`src/rtl/ysyx_store_drain_if.sv`:
```
// Commit-channel, L1D write-channel and load-check signals of the store drain buffer.
// The slave modport is the buffer's view; master is the surrounding pipeline/bus.
interface ysyx_store_drain_if #(
  parameter int XLEN = 32
);
  logic            in_valid;
  logic            in_store;
  logic [4:0]      in_alu;
  logic [XLEN-1:0] in_sq_waddr;
  logic [XLEN-1:0] in_sq_wdata;
  logic [XLEN-1:0] in_pc;
  logic            in_ready;

  logic            awvalid;
  logic [XLEN-1:0] awaddr;
  logic            wvalid;
  logic [XLEN-1:0] wdata;
  logic [7:0]      wstrb;
  logic            wready;

  logic [XLEN-1:0] lq_raddr;
  logic            lq_conflict;

  logic            sq_empty;
  logic [XLEN-1:0] head_pc;

  modport master (
    output in_valid, in_store, in_alu, in_sq_waddr, in_sq_wdata, in_pc,
    output wready, lq_raddr,
    input  in_ready, awvalid, awaddr, wvalid, wdata, wstrb,
    input  lq_conflict, sq_empty, head_pc
  );

  modport slave (
    input  in_valid, in_store, in_alu, in_sq_waddr, in_sq_wdata, in_pc,
    input  wready, lq_raddr,
    output in_ready, awvalid, awaddr, wvalid, wdata, wstrb,
    output lq_conflict, sq_empty, head_pc
  );
endinterface

```
`src/rtl/ysyx_store_drain.sv`:
```
// Committed-store buffer: queues retired stores and drains them one at a time
// onto the L1D write channel; also flags loads that overlap a pending store.
//
// state  | meaning
// S_IDLE | no write presented; leaves for S_SEND when the queue is non-empty
// S_SEND | head entry presented on aw/w; popped when wready is seen
module ysyx_store_drain #(
  parameter int XLEN  = 32,
  parameter int DEPTH = 4
) (
  input  logic               clock,
  input  logic               reset,
  ysyx_store_drain_if.slave  bus
);
  localparam int PW = $clog2(DEPTH);
  localparam logic [PW:0] PTR_ONE = 1;

  typedef enum logic {S_IDLE, S_SEND} state_t;

  state_t          r_state;
  logic [PW:0]     r_wptr;
  logic [PW:0]     r_rptr;
  logic [DEPTH-1:0] r_vld;

  // Byte address bits [1:0] are folded into the strobe/data at push time.
  logic [XLEN-1:2] r_addr [DEPTH];
  logic [XLEN-1:0] r_data [DEPTH];
  logic [3:0]      r_strb [DEPTH];
  logic [XLEN-1:0] r_pc   [DEPTH];

  logic [PW-1:0]   w_widx;
  logic [PW-1:0]   w_hidx;
  logic            w_full;
  logic            w_empty;
  logic            w_push;
  logic            w_pop;
  logic            w_send;
  logic [1:0]      w_off;
  logic [3:0]      w_strb;
  logic [XLEN-1:0] w_sdata;
  logic            w_conflict;
  logic            w_unused;

  assign w_widx  = r_wptr[PW-1:0];
  assign w_hidx  = r_rptr[PW-1:0];
  assign w_full  = (r_wptr[PW-1:0] == r_rptr[PW-1:0]) && (r_wptr[PW] != r_rptr[PW]);
  assign w_empty = (r_wptr == r_rptr);
  assign w_send  = (r_state == S_SEND);
  assign w_push  = bus.in_valid && bus.in_store && !w_full;
  assign w_pop   = w_send && bus.wready;

  // Upper width-code bits carry no meaning here; load compare is word-granular.
  assign w_unused = ^{bus.in_alu[4:2], bus.lq_raddr[1:0]};

  // Lane placement of the incoming store: strobe and shifted data.
  // A halfword at offset 3 loses its upper byte; upstream traps on that case.
  always_comb begin
    w_off   = bus.in_sq_waddr[1:0];
    w_strb  = 4'b1111;
    case (bus.in_alu[1:0])
      2'b00:   w_strb = 4'b0001 << w_off;
      2'b01:   w_strb = 4'b0011 << w_off;
      default: w_strb = 4'b1111;
    endcase
    w_sdata = bus.in_sq_wdata << {w_off, 3'b000};
  end

  // Entry payload storage; only the valid bitmap needs a reset.
  always_ff @(posedge clock) begin
    if (w_push) begin
      r_addr[w_widx] <= bus.in_sq_waddr[XLEN-1:2];
      r_data[w_widx] <= w_sdata;
      r_strb[w_widx] <= w_strb;
      r_pc[w_widx]   <= bus.in_pc;
    end
  end

  // Pointers, valid bitmap and drain FSM.
  always_ff @(posedge clock or negedge reset) begin
    if (!reset) begin
      r_wptr  <= '0;
      r_rptr  <= '0;
      r_vld   <= '0;
      r_state <= S_IDLE;
    end else begin
      if (w_push) begin
        r_wptr         <= r_wptr + PTR_ONE;
        r_vld[w_widx]  <= 1'b1;
      end
      if (w_pop) begin
        r_rptr         <= r_rptr + PTR_ONE;
        r_vld[w_hidx]  <= 1'b0;
      end
      case (r_state)
        S_IDLE:  if (!w_empty) r_state <= S_SEND;
        S_SEND:  if (bus.wready) r_state <= S_IDLE;
        default: r_state <= S_IDLE;
      endcase
    end
  end

  // Word-granular overlap check against every queued store.
  always_comb begin
    w_conflict = 1'b0;
    for (int i = 0; i < DEPTH; i++) begin
      if (r_vld[i] && (r_addr[i] == bus.lq_raddr[XLEN-1:2])) w_conflict = 1'b1;
    end
  end

  // Bus outputs depend on registered state only, so wready never reaches awvalid.
  assign bus.in_ready    = !w_full;
  assign bus.awvalid     = w_send;
  assign bus.wvalid      = w_send;
  assign bus.awaddr      = w_send ? {r_addr[w_hidx], 2'b00} : '0;
  assign bus.wdata       = w_send ? r_data[w_hidx] : '0;
  assign bus.wstrb       = w_send ? {4'b0000, r_strb[w_hidx]} : 8'h00;
  assign bus.lq_conflict = w_conflict;
  assign bus.sq_empty    = w_empty && (r_state == S_IDLE);
  assign bus.head_pc     = w_empty ? '0 : r_pc[w_hidx];
endmodule

```
`src/flat_wrapper.sv`:
```
// flat-port wrapper written by rule: the top's interface ports become plain ports
module ysyx_store_drain_flat 
#(
  parameter int XLEN  = 32,
  parameter int DEPTH = 4
)
  (clock, reset, bus_in_valid, bus_in_store, bus_in_alu, bus_in_sq_waddr, bus_in_sq_wdata, bus_in_pc, bus_wready, bus_lq_raddr, bus_in_ready, bus_awvalid, bus_awaddr, bus_wvalid, bus_wdata, bus_wstrb, bus_lq_conflict, bus_sq_empty, bus_head_pc);
  ysyx_store_drain_if #(.XLEN(XLEN)) bus_i ();
  input  logic clock;
  input  logic reset;
  input wire logic [$bits(bus_i.in_valid)-1:0] bus_in_valid;
  input wire logic [$bits(bus_i.in_store)-1:0] bus_in_store;
  input wire logic [$bits(bus_i.in_alu)-1:0] bus_in_alu;
  input wire logic [$bits(bus_i.in_sq_waddr)-1:0] bus_in_sq_waddr;
  input wire logic [$bits(bus_i.in_sq_wdata)-1:0] bus_in_sq_wdata;
  input wire logic [$bits(bus_i.in_pc)-1:0] bus_in_pc;
  input wire logic [$bits(bus_i.wready)-1:0] bus_wready;
  input wire logic [$bits(bus_i.lq_raddr)-1:0] bus_lq_raddr;
  output wire logic [$bits(bus_i.in_ready)-1:0] bus_in_ready;
  output wire logic [$bits(bus_i.awvalid)-1:0] bus_awvalid;
  output wire logic [$bits(bus_i.awaddr)-1:0] bus_awaddr;
  output wire logic [$bits(bus_i.wvalid)-1:0] bus_wvalid;
  output wire logic [$bits(bus_i.wdata)-1:0] bus_wdata;
  output wire logic [$bits(bus_i.wstrb)-1:0] bus_wstrb;
  output wire logic [$bits(bus_i.lq_conflict)-1:0] bus_lq_conflict;
  output wire logic [$bits(bus_i.sq_empty)-1:0] bus_sq_empty;
  output wire logic [$bits(bus_i.head_pc)-1:0] bus_head_pc;
  assign bus_i.in_valid = bus_in_valid;
  assign bus_i.in_store = bus_in_store;
  assign bus_i.in_alu = bus_in_alu;
  assign bus_i.in_sq_waddr = bus_in_sq_waddr;
  assign bus_i.in_sq_wdata = bus_in_sq_wdata;
  assign bus_i.in_pc = bus_in_pc;
  assign bus_i.wready = bus_wready;
  assign bus_i.lq_raddr = bus_lq_raddr;
  assign bus_in_ready = bus_i.in_ready;
  assign bus_awvalid = bus_i.awvalid;
  assign bus_awaddr = bus_i.awaddr;
  assign bus_wvalid = bus_i.wvalid;
  assign bus_wdata = bus_i.wdata;
  assign bus_wstrb = bus_i.wstrb;
  assign bus_lq_conflict = bus_i.lq_conflict;
  assign bus_sq_empty = bus_i.sq_empty;
  assign bus_head_pc = bus_i.head_pc;
  ysyx_store_drain #(.XLEN(XLEN), .DEPTH(DEPTH)) u_core (.clock(clock), .reset(reset), .bus(bus_i));
endmodule
```
`config.mk`:
```
export PLATFORM = sky130hd
export DESIGN_NAME = ysyx_store_drain_flat
export DESIGN_NICKNAME = d
export VERILOG_FILES = /design/src/rtl/ysyx_store_drain_if.sv /design/src/rtl/ysyx_store_drain.sv /design/src/flat_wrapper.sv
export SDC_FILE = /design/constraint.sdc
export NUM_CORES = 1
export LEC_CHECK = 0
export BUFFER_PORTS_ARGS = -buffer_cell sky130_fd_sc_hd__buf_4
export CAP_MARGIN = 20
export CORE_MARGIN = 2
export CORE_UTILIZATION = 57
export CTS_CLUSTER_DIAMETER = 30
export DETAILED_ROUTE_END_ITERATION = 6
export PLACE_DENSITY = 0.79
export SYNTH_ARGS = -nofsm -noshare
export SYNTH_HDL_FRONTEND = slang
export SYNTH_SLANG_ARGS = --single-unit
```
`constraint.sdc`:
```
create_clock -name clock -period 4.7 [get_ports clock]
set_input_delay 0.47 -clock clock [delete_from_list [all_inputs] [get_ports clock]]
set_output_delay 0.47 -clock clock [all_outputs]
set_load 0.01 [all_outputs]
```
# Word level (Yosys, flattened, before mapping)
# Memory sizes are Yosys's and may differ from the RTL's.
# Index checks and enable logic that the tools add are counted.
# op_classes
n_bitwise	4
n_addsub	2
muxes	20
reduce_logical	13
n_eq_ne	8
shifts	3
n_lt_le_gt_ge	4
# op_table
cell	count
$eq 30x30->1	4
$mux 32	3
$shl 32x5->32	1
$mux 4	3
$logic_and 1x1->1	11
$mux 1	10
$pmux 4 s2	1
$add 3x1->3 const B	2
$lt 2x3->1 const B	2
$and 4x4->4	1
$demux 1 s2	2
$ge 2x1->1 const B	2
$not 4->4	1
$or 4x4->4	1
$shl 1x2->4 const A	1
$shl 2x2->4 const A	1
$eq 3x3->1	1
$eq 2x1->1 const B	1
$eq 2x2->1	1
$logic_not 2->1	1
$pmux 1 s2	1
$logic_not 1->1	1
$ne 1x1->1	1
$not 1->1	1
# word_totals
elab_cells	62
mem_bits_rw	392
reg_bits	11
n_memories	4
out_inout_bits	109
# memory_table
memory	depth	width	rd	rd_ports_with_merged_regs	wr	line_no	source
u_core.r_data	4	32	1	0	1	ysyx_store_drain.sv:27	logic [XLEN-1:0] r_data [DEPTH];
u_core.r_pc	4	32	1	0	1	ysyx_store_drain.sv:29	logic [XLEN-1:0] r_pc [DEPTH];
u_core.r_addr	4	30	5	0	1	ysyx_store_drain.sv:26	logic [XLEN-1:2] r_addr [DEPTH];
u_core.r_strb	4	4	1	0	1	ysyx_store_drain.sv:28	logic [3:0] r_strb [DEPTH];

# Depth between registers and ports, before layout
# Gate-level depths: netlist (run 1).
# depth
ltp_word	8
depth_mapped	7
depth_no_buf	5

# Worst setup path before layout (run 1)
# No wires, ideal clock.
# synth_path
path_type	register -> register
start	register u_core.r_rptr[1]
end	memory u_core.r_addr[2][0] (netlist name) (enable)
stages_incl_launch_ff	7
path_slack_ps	868
t_arrival_ps	3363
required_ps	4231
n_path_buf	2
setup_time_ps	469
synth_period_minus_slack_ps	3832
cell_sequence	dfrtp_1 -> buf_4 -> xnor2_2 -> nand3_2 -> and3_4 -> buf_6 -> and2_1
# synth_via
elab_chain_cells	6
# synth_rtl
element	line_no	source
start, declared	ysyx_store_drain.sv:22	logic [PW:0] r_rptr;
start signal, assigned	ysyx_store_drain.sv:91	r_rptr <= r_rptr + PTR_ONE;
$eq 2x2->1	ysyx_store_drain.sv:46	assign w_full = (r_wptr[PW-1:0] == r_rptr[PW-1:0]) && (r_wptr[PW] != r_rptr[PW]);
$logic_and 1x1->1	ysyx_store_drain.sv:46	
$logic_not 1->1	-	
via bus_in_ready	flat_wrapper.sv:19	output wire logic [$bits(bus_i.in_ready)-1:0] bus_in_ready;
$logic_and 1x1->1	ysyx_store_drain.sv:49	assign w_push = bus.in_valid && bus.in_store && !w_full;
$mux 1	ysyx_store_drain.sv:70	if (w_push) begin
$mux 1 (implied by the code)	ysyx_store_drain.sv:71	r_addr[w_widx] <= bus.in_sq_waddr[XLEN-1:2];
end, declared	ysyx_store_drain.sv:26	
# The timed path passes the listed nets, and every way through them passes these cells.

# Worst setup path in the final report (run 1)
# layout_path
start	register u_core.r_rptr[0]
end	output port bus_wdata[18]
# layout_via
elab_chain_cells	2
# layout_rtl
element	line_no	source
$mem_v2 4x32	-	
$mux 32	ysyx_store_drain.sv:115	assign bus.wdata = w_send ? r_data[w_hidx] : '0;
end, declared	flat_wrapper.sv:23	output wire logic [$bits(bus_i.wdata)-1:0] bus_wdata;
# No other way between the ends.

==> metrics.md, run 1 <==
| Metric | Value |
|---|---|
| Post-synth ARST share | 2.730% |
| Mapped Cells | 949 |
| Via density | 5.841 |
| Netlist cell types | 35 |
| Ys flop type | edfxtp_1 |
| Worst path slowest cell | dfrtp_4 |
| Layout cells sized above 1 | 38.23% |
| P_int | 10.28 mW |
| Placed cell area | 0.01947 mm² |
| Highest cell delay on the worst timing path | 0.78 ns |
| Largest delay share family, worst path | flip-flops |
| Setup WS pre-CTS | 1.803 ns |
| Die X-Extent | 178.5 µm |
| Worst Path Max Fanout | 78 |
| Final Skew | 0.02630 ns |
| RePlAce Congestion | 0.8166 |
| Max Clk Rate | 290.9 MHz |
| Most frequent cells after synthesis | 392 x edfxtp_1, 98 x mux4_2, 79 x xnor2_1, 78 x and2_1, 45 x xor2_1 |
| Crit path kind | reg2out |
| Startpoint types | flop |
| EDFF count, synth | 392 |
| Max cap viols | 0 |
| PD cells | 652.6 mW/mm² |
| CTS tree | done |
| Ys Warns | 0 |
| Setup ws final | 1.262 ns |
| Worst-path clk slew | 0.05 ns |
| # resized after CTS | 0 |
| Worst slew pin tran | 0.8277 ns |
| GRT overflow | 0 |
| IO Pins | 247 |
| RSZ-0062 raised after global routing | false |
| Clock power frac | 38.6% |
| Slew headroom | 44.71% |
| Post-DR wirelength/cell | 23.65 µm |
| Outcome | finished, final reports clean |
| Hold_sp | bus_in_pc[27] |
| Pleak | 7.855 nW |
| Clk root buf | clkbuf_16 |
| Syn Area/Cell | 18.28 µm² |
| Final instance area | 0.02220 mm² |
| Ranking of synthesized cells by area | edfxtp_1 68%, mux4_2 13%, xnor2_1 4.0%, and2_1 2.8%, xor2_1 2.3% |
| Die area | 0.03185 mm² |
| Final WL | 39,360 µm |
| Layout Nets | 1,358 |
| CTS buffer count | 76 |
| ANT nets after route | 0 |
| Critical Path AT | 2.97 ns |
| CP Cell Sequence | buf_12, mux4_2, and2_1, buf_4 |
| Drt initial violations | 871 |
| Sequential fraction of the synthesis area | 69.43% |
| Setup crit start | u_core.r_rptr[0] |
| Mapped Area | 0.01735 mm² |
| RR Startpoint | u_core.r_rptr[0] |
| Share of the synthesized area in the top cell type | 67.84% |
| P&R area growth vs syn | 27.92% |
| Antenna Cells | 0 |
| Clock latency on the worst-skew pair | 0.57 ns |
| Core area | 0.02980 mm² |
| FILL cells | 1,741 |
| Worst Hold Class | in2reg |
| Period utilisation layout | 73.14% |
| Post-CTS Setup Inserts | 0 |
| CP required | 4.23 ns |
| Die H | 178.5 µm |
| Htree depth | 3 |
| Maximum VDD drop | 542.9 µV |
| Sw Pwr | 4.206 mW |
| Std-Cell Rows | 63 |
| IO buf count | 235 |
| Sw Share | 29.04% |
| Min Hold Slack | 0.09563 ns |
| Clock Sinks | 403 |
| Global-route wire length before repair | 59,280 µm |
| Hpwl dp | 23,310 µm |
| Max Slew Vio Count | 0 |
| Largest area contributor in the netlist | edfxtp_1 |
| Most frequent cell after synthesis | edfxtp_1 |
| # setup viols final | 0 |
| Pin count of the biggest net entering global routing | 102 |
| Drt first pass iters | 5 |
| GRT Util Overall | 25.27% |
| Crit end category | output pin |
| Post-route setup TNS | 0 ns |
| Crit path buf inv count | 2 |
| Deepest clock path buffer count | 3 |
| DRC | 0 |
| Tmin final | 3.438 ns |
| Vias in the first global route | 10,370 |
| Final hold vios | 0 |
| Vias | 9,719 |
| Initial antenna violation count | 1 |
| Synth Register Bits | 403 |
| Seq pwr share | 32.5% |
| Combinational power share | 28.9% |
| Initial core utilization | 58.23% |
path summary, 6_finish.rpt:
check	to	cells after the start	slack [ns]
worst max-delay path	bus_wdata[18]	4	1.26
worst min-delay path	u_core.r_pc[3][27]	1	0.1
worst max register to register	u_core.r_data[0][6]	5	1.94
worst min register to register	u_core.r_wptr[2]	1	0.51
max in group asynchronous	u_core.r_rptr[0]	2	4.24
min in group asynchronous	u_core.r_wptr[0]	2	0.28
power groups by stage:
stage                     registers (mW)  logic, mW  clock network [mW]
after global placement              4.74       4.19                   0
after detailed placement            4.77       4.21                   0
final                               4.70       4.19                5.59
after CTS                           4.71       4.26                5.66
after global routing                4.75       4.50                5.82
after floorplan                     4.67       2.57                   0
registers in the layout, indices dropped and copies added, names as in the netlist:
signal / cells
u_core.r_data: 128
u_core.r_pc: 128
u_core.r_addr: 120
u_core.r_strb: 16
u_core.r_vld: 4
u_core.r_rptr: 3
u_core.r_wptr: 3
u_core.bus.awvalid: 1
cell families after synthesis:
kind of cell	after synthesis	share of synthesized area, %
buffers and inverters	72	2.012
DFF	403	69.43
and+or+nand+nor	191	6.598
adders and majority gates	8	0.5769
AOI/OAI and AO/OA	33	1.183
other	1	0.02161
muxes	114	13.64
xor gates and xnor gates	127	6.540
area by class of cell:
cell class / instances / area [µm²] / area share (%)
sequential: 403 / 12060 / 54.31
multi-input combinational: 479 / 4985 / 22.46
clock buffer: 85 / 2009 / 9.053
timing repair buffer: 248 / 1939 / 8.737
clock inverter: 55 / 704.4 / 3.174
tap: 390 / 488.0 / 2.198
inverter: 4 / 15.01 / 0.06764
stage by stage:
stage | power [mW] | instances | utilization (%)
2_1_floorplan | 7.246 | 954 | -
3_3_place_gp | 8.923 | 1523 | 65.35
3_5_place_dp | 8.981 | 1523 | 65.35
4_1_cts | 14.63 | 1664 | 74.49
5_1_grt | 15.07 | 1664 | 74.49
6_report | 14.48 | 1664 | 74.49
timing repair:
| item | in CTS | in global routing |
|---|---|---|
| endpoints found under the hold margin | 11 | 0 |
| endpoints found under the setup margin | 0 | 0 |
| hold buffers | 1 | 0 |
per-layer routing:
layer,wire length (µm),part of all wire (%),track usage [%]
met3,3561,9.0,6.181
met5,13,0.033,0
met1,14830,38,32.43
met2,19970,51,42.41
met4,977,2.5,8.841
cell usage in the layout (no fill, tap or decap), drive strengths merged, types with 3 or more instances in the layout:
cell type / count
mux4: 98
a211oi: 8
nor4: 16
ha: 8
xor2: 46
bufinv: 10
o21ai: 11
nand2: 12
a21oi: 8
clkinv: 28
nor2: 12
nand4: 25
a2bb2oi: 3
clkbuf: 85
conb: 6
and2: 79
clkinvlp: 9
dfrtp: 11
mux2i: 16
inv: 12
buf: 247
nor2b: 42
xnor2: 81
edfxtp: 392
Note: power is estimated with default switching activity, not from simulation.
==> run 2: changes to the inputs <==
Settings changed: ABC_AREA set to 1, CORE_UTILIZATION 57 to 52, PLACE_DENSITY 0.79 to 0.76.
Clock period 4.7 ns to 3.05 ns, I/O delays scaled along.
==> run 2 against run 1 <==
  * Synthesized cell count up 92%
  * Sequential power up 51%
  * Total power up 63%
  * First-iteration DRC count up 55%
  * Largest power group unchanged
  * Global-route usage up 2.1 points
  * Cell count up 60%
  * Routed wire length up 28%
  * Sequential cell count unchanged
  * Critical path depth up 2
  * Synthesized area up 5.8%
==> metrics.md, run 2 <==
| Metric | Value |
|---|---|
| Outcome | finished, final reports clean |
| CP required | 2.74 ns (-1.49 ns) |
| RePlAce Congestion | 0.9083 (+11%) |
| Layout cells sized above 1 | 19.18% (-19 points) |
| Std-Cell Rows | 68 (+7.9%) |
| Critical Path AT | 2.51 ns (-0.46 ns) |
| Max Clk Rate | 355.6 MHz |
| Commonest cells after routing, fill and taps aside | 392 x edfxtp_1, 343 x nand2_1, 320 x nor2_1, 240 x buf_4, 236 x o21ai_0 |
| # setup viols final | 0 (unchanged) |
| FILL cells | 2,517 (+45%) |
| Worst path depth | 6 (+2) |
| Pleak | 9.712 nW (+24%) |
| CTS buffer count | 77 (+1.3%) |
| Most frequent cell after synthesis | edfxtp_1 |
| FF+latch area | 0.01205 mm² (about the same) |
| Layout Nets | 2,282 (+68%) |
| Period utilisation layout | 92.21% |
| Area of the multi-input gates | 0.005155 mm² (+3.4%) |
| Ranking of synthesized cells by area | edfxtp_1 64%, nand2_1 7.0%, nor2_1 6.5%, o21ai_0 6.4%, inv_1 3.5% |
| Most common cell after layout, fill and taps aside | edfxtp_1 |
| Final Skew | 0.01224 ns (-0.01405 ns) |
| Ys Warns | 0 (unchanged) |
| Initial core utilization | 53.01% (-5.2 points) |
| Post-CTS Setup Inserts | 0 (unchanged) |
| Post-DR wirelength/cell | 18.94 µm (-20%) |
| Mapped Cells | 1,824 (+92%) |
| Initial antenna violation count | 4 (+3) |
| Deepest clock path buffer count | 3 (unchanged) |
| Tmin final | 2.812 ns |
| Worst Hold Class | in2reg |
| ANT nets after route | 0 (unchanged) |
| Post-synth ARST share | 2.730% (unchanged) |
| Vias in the first global route | 14,350 (+38%) |
| Worst path slowest cell | dfrtp_4 |
| Core area | 0.03463 mm² (+16%) |
| Worst reg-to-reg path cell count | 6 (+1) |
| Drt first pass iters | 5 (unchanged) |
| Crit path kind | reg2out |
| Worst Path Max Fanout | 94 (+21%) |
| Drt initial violations | 1,349 (+55%) |
| Die X-Extent | 191.9 µm (+7.5%) |
| Share of the synthesized area in the top cell type | 64.12% (-3.7 points) |
| Crit path buf inv count | 4 (+2) |
| P&R area growth vs syn | 29.98% |
| Ys flop type | edfxtp_1 |
| DRC | 0 (unchanged) |
| Crit end category | output pin |
| CP Cell Sequence | buf_12, inv_4, buf_12, o21ai_0, a21oi_1, buf_4 |
| Clock Sinks | 403 (unchanged) |
| Pin count of the biggest net entering global routing | 122 (+20%) |
| Syn Area/Cell | 10.06 µm² (-45%) |
| Global-route wire length before repair | 76,470 µm (+29%) |
| Netlist cell types | 33 (-5.7%) |
| IO Pins | 247 (unchanged) |
| Largest area contributor in the netlist | edfxtp_1 |
| Die area | 0.03682 mm² (+16%) |
| Min Hold Slack | 0.08187 ns (-0.01376 ns) |
| Max cap viols | 0 (unchanged) |
| Synth Register Bits | 403 (unchanged) |
| GRT overflow | 0 (unchanged) |
| Slew headroom | 56.74% (+12 points) |
| Cell mode on critical path | buf_12 |
| Vias | 14,540 (+50%) |
| Final Util | 68.90% (-5.6 points) |
| EDFF count, synth | 392 (unchanged) |
| GRT Util Overall | 27.42% (+2.1 points) |
| Hpwl dp | 29,630 µm (+27%) |
| Largest delay share family, worst path | buffers and inverters |
| Most frequent cells after synthesis | 392 x edfxtp_1, 343 x nand2_1, 320 x nor2_1, 236 x o21ai_0, 170 x inv_1 |
| Clock latency on the worst-skew pair | 0.58 ns (about the same) |
| Worst-path clk slew | 0.04 ns (about the same) |
| Largest registers | u_core.r_data x128, u_core.r_pc x128, u_core.r_addr x120 |
| Mapped Area | 0.01836 mm² (+5.8%) |
| Via density | 5.466 (-6.4%) |
| Die H | 191.9 µm (+7.5%) |
| IO buf count | 235 (unchanged) |
| PD cells | 991.3 mW/mm² (+52%) |
| CTS tree | done |
| RSZ-0062 raised after global routing | false |
| Hold Crit Depth | 3 (+2) |
| Post-route setup TNS | 0 ns (unchanged) |
| Startpoint types | flop |
| Max Slew Vio Count | 0 (unchanged) |
| Highest cell delay on the worst timing path | 0.50 ns (-0.28 ns) |
| Worst slew pin tran | 0.6422 ns (-0.1855 ns) |
| Final hold vios | 0 (unchanged) |
| Final WL | 50,390 µm (+28%) |
| Sequential fraction of the synthesis area | 65.62% (-3.8 points) |
| Htree depth | 3 (unchanged) |
| Clk root buf | clkbuf_16 |
| Total power | 23.65 mW (+63%) |
| Maximum VDD drop | 868.5 µV (+60%) |
[run 2: worst paths after layout]
kind	slack (ns)	from	end
worst min-delay path	0.08	bus_wready	u_core.r_rptr[0]
worst max register to register	0.73	u_core.r_rptr[1]	u_core.r_data[2][31]
worst max-delay path	0.24	u_core.r_rptr[0]	bus_wdata[10]
worst min register to register	0.49	u_core.r_wptr[2]	u_core.r_wptr[2]
min in group asynchronous	0.13	reset	u_core.r_vld[0]
max in group asynchronous	2.74	reset	u_core.r_rptr[0]
[run 2: worst min-delay path: stages]
cell and delay, ns:
buf_4 0.11, nand2_1 0.12, xor2_1 0.08
[run 2: per-stage QoR]
stage	instance area [µm²]	std cells	worst slack [ns]
floorplan	18390	1829	0.09242
global placement	20600	2449	0.7801
detailed placement	20600	2449	0.7598
CTS	23850	2655	0.2381
global route	23860	2659	0.09158
finish	23860	2660	0.2377
[run 2: final cells by class]
type | instances | area share, %
Tap cell | 455 | 2.386
Clock inverter | 58 | 2.659
Clock buffer | 85 | 8.291
Inverter | 193 | 3.120
Multi-Input combinational cell | 1144 | 21.60
Timing Repair Buffer | 317 | 11.37
Sequential cell | 403 | 50.52
Antenna cell | 5 | 0.05244
[run 2: where the power goes]
group          total [mW]  leakage [nW]  internal [mW]  switching [mW]
Clock                8.40          1.25           5.50            2.90
Sequential           7.12          3.70           6.87           0.256
Combinational        8.13          4.76           3.02            5.11
[run 2: repair_timing]
action | 4_1_cts | 5_1_grt
gates resized for setup | 0 | 0
endpoints found under the hold margin | 259 | 0
hold buffers | 63 | 0
[run 2: cell families after synthesis]
group	after synthesis	synth area share [%]
and+or+nand+nor	688	14.46
AOI/OAI and AO/OA	422	12.00
DFF	403	65.62
buffers and inverters	282	6.400
xor gates and xnor gates	20	0.9542
adders and majority gates	8	0.5453
other	1	0.02043
[run 2: routing by layer]
layer / track usage, % / vias up / share of wire [%]
li1: - / 6799 / -
met1: 34.44 / 6866 / 38
met2: 45.86 / 752 / 49
met3: 5.463 / 122 / 9.0
met4: 12.81 / 0 / 3.3
met5: 0 / - / 0
==> run 3: changes to the inputs <==
Settings changed: CELL_PAD_IN_SITES_DETAIL_PLACEMENT set to 1, CELL_PAD_IN_SITES_GLOBAL_PLACEMENT set to 2, CORE_UTILIZATION 52 to 33, PLACE_DENSITY 0.76 to not set, PLACE_DENSITY_LB_ADDON set to 0.1.
==> run 3 against run 2 <==
  * Utilization down 24 points
  * Clock power up 14%
  * Clock-buffer cell count rose by 28
  * Sequential power increased by 1%
  * Clock skew increased by 0.011 ns
  * Critical path depth increased by 2
  * Die area is 56% higher
  * Combinational power is 4.7% higher
  * Register-to-register slack got worse by 0.19 ns
==> metrics.md, run 3 (synthesis gave the netlist of run 2 again) <==
| Metric | Value |
|---|---|
| Post-route setup TNS | 0 ns (unchanged) |
| Initial core utilization | 33.32% (-20 points) |
| Setup ws final | 0.1649 ns (-0.07281 ns) |
| Final Skew | 0.02299 ns (+0.01075 ns) |
| Met2 wire len | 31,150 µm (+26%) |
| DRC | 0 (unchanged) |
| Vias in the first global route | 14,990 (+4.4%) |
| Pleak | 10.01 nW (+3.1%) |
| GRT Util Overall | 21.10% (-6.3 points) |
| RSZ-0062 raised after global routing | false |
| Setup crit start | u_core.r_rptr[0] |
| Worst path depth | 8 (+2) |
| GRT overflow | 0 (unchanged) |
| Clock Sinks | 403 (unchanged) |
| Drt first pass iters | 5 (unchanged) |
| Post-CTS Setup Inserts | 0 (unchanged) |
| Crit path kind | reg2out |
| Pin count of the biggest net entering global routing | 124 (+1.6%) |
| Post-Layout Cell Count | 2,992 (+12%) |
| CP Cell Sequence | xnor2_1, and2_4, inv_2, nor2_4, inv_4, nand2_1, inv_1, buf_4 |
| Layout Nets | 2,310 (+1.2%) |
| IO buf count | 235 (unchanged) |
| Die H | 239.9 µm (+25%) |
| # setup viols final | 0 (unchanged) |
| Max Slew Vio Count | 0 (unchanged) |
| Min Hold Slack | 0.06547 ns (-0.01640 ns) |
| IO Pins | 247 (unchanged) |
| CTS tree | done |
| Maximum VDD drop | 590.3 µV (-32%) |
| Initial antenna violation count | 3 (-1) |
| Slew headroom | 50.05% (-6.7 points) |
| Outcome | finished, final reports clean |
| Tmin final | 2.885 ns (+0.07280 ns) |
| Max layer used | met5 |
| Setup slack, reg-to-reg | 0.54 ns (-0.19 ns) |
| Worst slew pin tran | 0.7482 ns (+0.1060 ns) |
| Post-DR wirelength/cell | 20.47 µm (+8.1%) |
| Largest registers | u_core.r_data x128, u_core.r_pc x128, u_core.r_addr x120 |
| Most common cell after layout, fill and taps aside | edfxtp_1 |
| Period utilisation layout | 94.59% (+2.4 points) |
| Critical Path AT | 2.58 ns (+0.07 ns) |
| Deepest clock path buffer count | 3 (unchanged) |
| Highest cell delay on the worst timing path | 0.63 ns (+0.13 ns) |
| ANT nets after route | 0 (unchanged) |
| Total power | 25.28 mW (+6.9%) |
| Via density | 4.769 (-13%) |
| PD cells | 1020 mW/mm² (+2.9%) |
| Worst-path clk slew | 0.05 ns (about the same) |
| RR Startpoint | u_core.r_rptr[0] |
| Worst Hold Class | in2reg |
| P&R area growth vs syn | 35.06% |
| Die X-Extent | 239.9 µm (+25%) |
| Crit path capture | bus_head_pc[31] |
| Worst reg-to-reg path cell count | 6 (unchanged) |
| Drt initial violations | 778 (-42%) |
| FILL cells | 6,037 (+140%) |
| Max Clk Rate | 346.6 MHz (-2.5%) |
| CTS buffer count | 95 (+23%) |
| Setup WS pre-CTS | 0.5459 ns (-0.2139 ns) |
| Final hold vios | 0 (unchanged) |
| Max cap viols | 0 (unchanged) |
| Startpoint types | flop |
| Met3 wire length | 2360 µm (-48%) |
| Layout cells sized above 1 | 19.97% (+0.79 points) |
| Worst path slowest cell | dfrtp_4 |
| Die area | 0.05753 mm² (+56%) |
| Std-Cell Rows | 86 (+26%) |
| Commonest cells after routing, fill and taps aside | 392 x edfxtp_1, 343 x nand2_1, 320 x nor2_1, 247 x buf_4, 236 x o21ai_0 |
| Vias | 14,270 (-1.9%) |
| Global-route wire length before repair | 89,560 µm (+17%) |
| Core area | 0.05509 mm² (+59%) |
| Final WL | 61,250 µm (+22%) |
| Clock latency on the worst-skew pair | 0.62 ns (+0.04 ns) |
| Hpwl dp | 39,060 µm (+32%) |
| RePlAce Congestion | 0.8305 (-8.6%) |
| Largest delay share family, worst path | buffers and inverters |
| # placed instances | 2,750 (+12%) |
| Crit end category | output pin |
| Clk root buf | clkbuf_16 |
| Htree depth | 3 (unchanged) |
| Worst Path Max Fanout | 33 (-65%) |
| Crit path buf inv count | 4 (unchanged) |
| Wire length on met1 | 25,920 µm (+34%) |
| CP required | 2.74 ns (about the same) |
| Reg-to-reg critical path endpoint | u_core.r_addr[3][21] |
run 3: cell count changes in the layout (fill, tap and decap cells not counted), moves of 4 or more:
cell       delta
inv_6         -7
clkbuf_1     +10
buf_4         +7
clkinv_1      +6
clkbuf_16    +19
clkinv_2      +9
diode_2       -4
run 3: worst min-delay path, cell delays in order:
cell	delay [ns]
buf_4	0.14
nand4_2	0.13
xnor2_1	0.07
run 3: how the worst min path moves through the flow:
stage                      start                  to  slack [ns]  cells after the start
floorplan                  reset  u_core.bus.awvalid       0.009                      0
global placement           reset    u_core.r_wptr[2]        0.16                      1
detailed placement         reset    u_core.r_rptr[2]        0.16                      1
CTS                        reset    u_core.r_rptr[2]        0.03                      2
global route        bus_in_store    u_core.r_wptr[2]        0.07                      3
finish              bus_in_store    u_core.r_wptr[2]        0.07                      3
run 3: layout make-up:
cell class              instances  area [µm²]  area share [%]
diodes                          1       2.502         0.01009
clock buffers                 113        2466           9.947
clock inverters                63       600.6           2.422
inverters                     193       752.0           3.033
multi-input cells            1144        5155           20.79
flip-flops and latches        403       12050           48.62
well taps                     748       935.9           3.775
repair buffers                327        2828           11.40
run 3: power by group:
group / internal (mW) / switching (mW) / leakage [nW]
Clock: 6.47 / 3.09 / 1.48
Combinational: 3.14 / 5.37 / 4.83
Sequential: 6.88 / 0.332 / 3.70
run 3: through the flow:
step | instance area [µm²] | utilization, %
after global routing | 24790 | 45.00
after detailed placement | 21050 | 38.20
after global placement | 21050 | 38.20
after CTS | 24760 | 44.93
after floorplan | 18390 | -
final | 24790 | 45.00
run 3: routing by layer:
layer	track usage, %	vias to the layer above
li1	-	6860
met1	25.53	7013
met2	37.36	299
met3	3.685	94
met4	8.244	4
met5	0	-
run 3: what timing repair did:
action                     4_1_cts  5_1_grt
hold buffers                    64        0
resized for setup                0        3
setup endpoints to repair        0        8
hold endpoints to repair       260        0
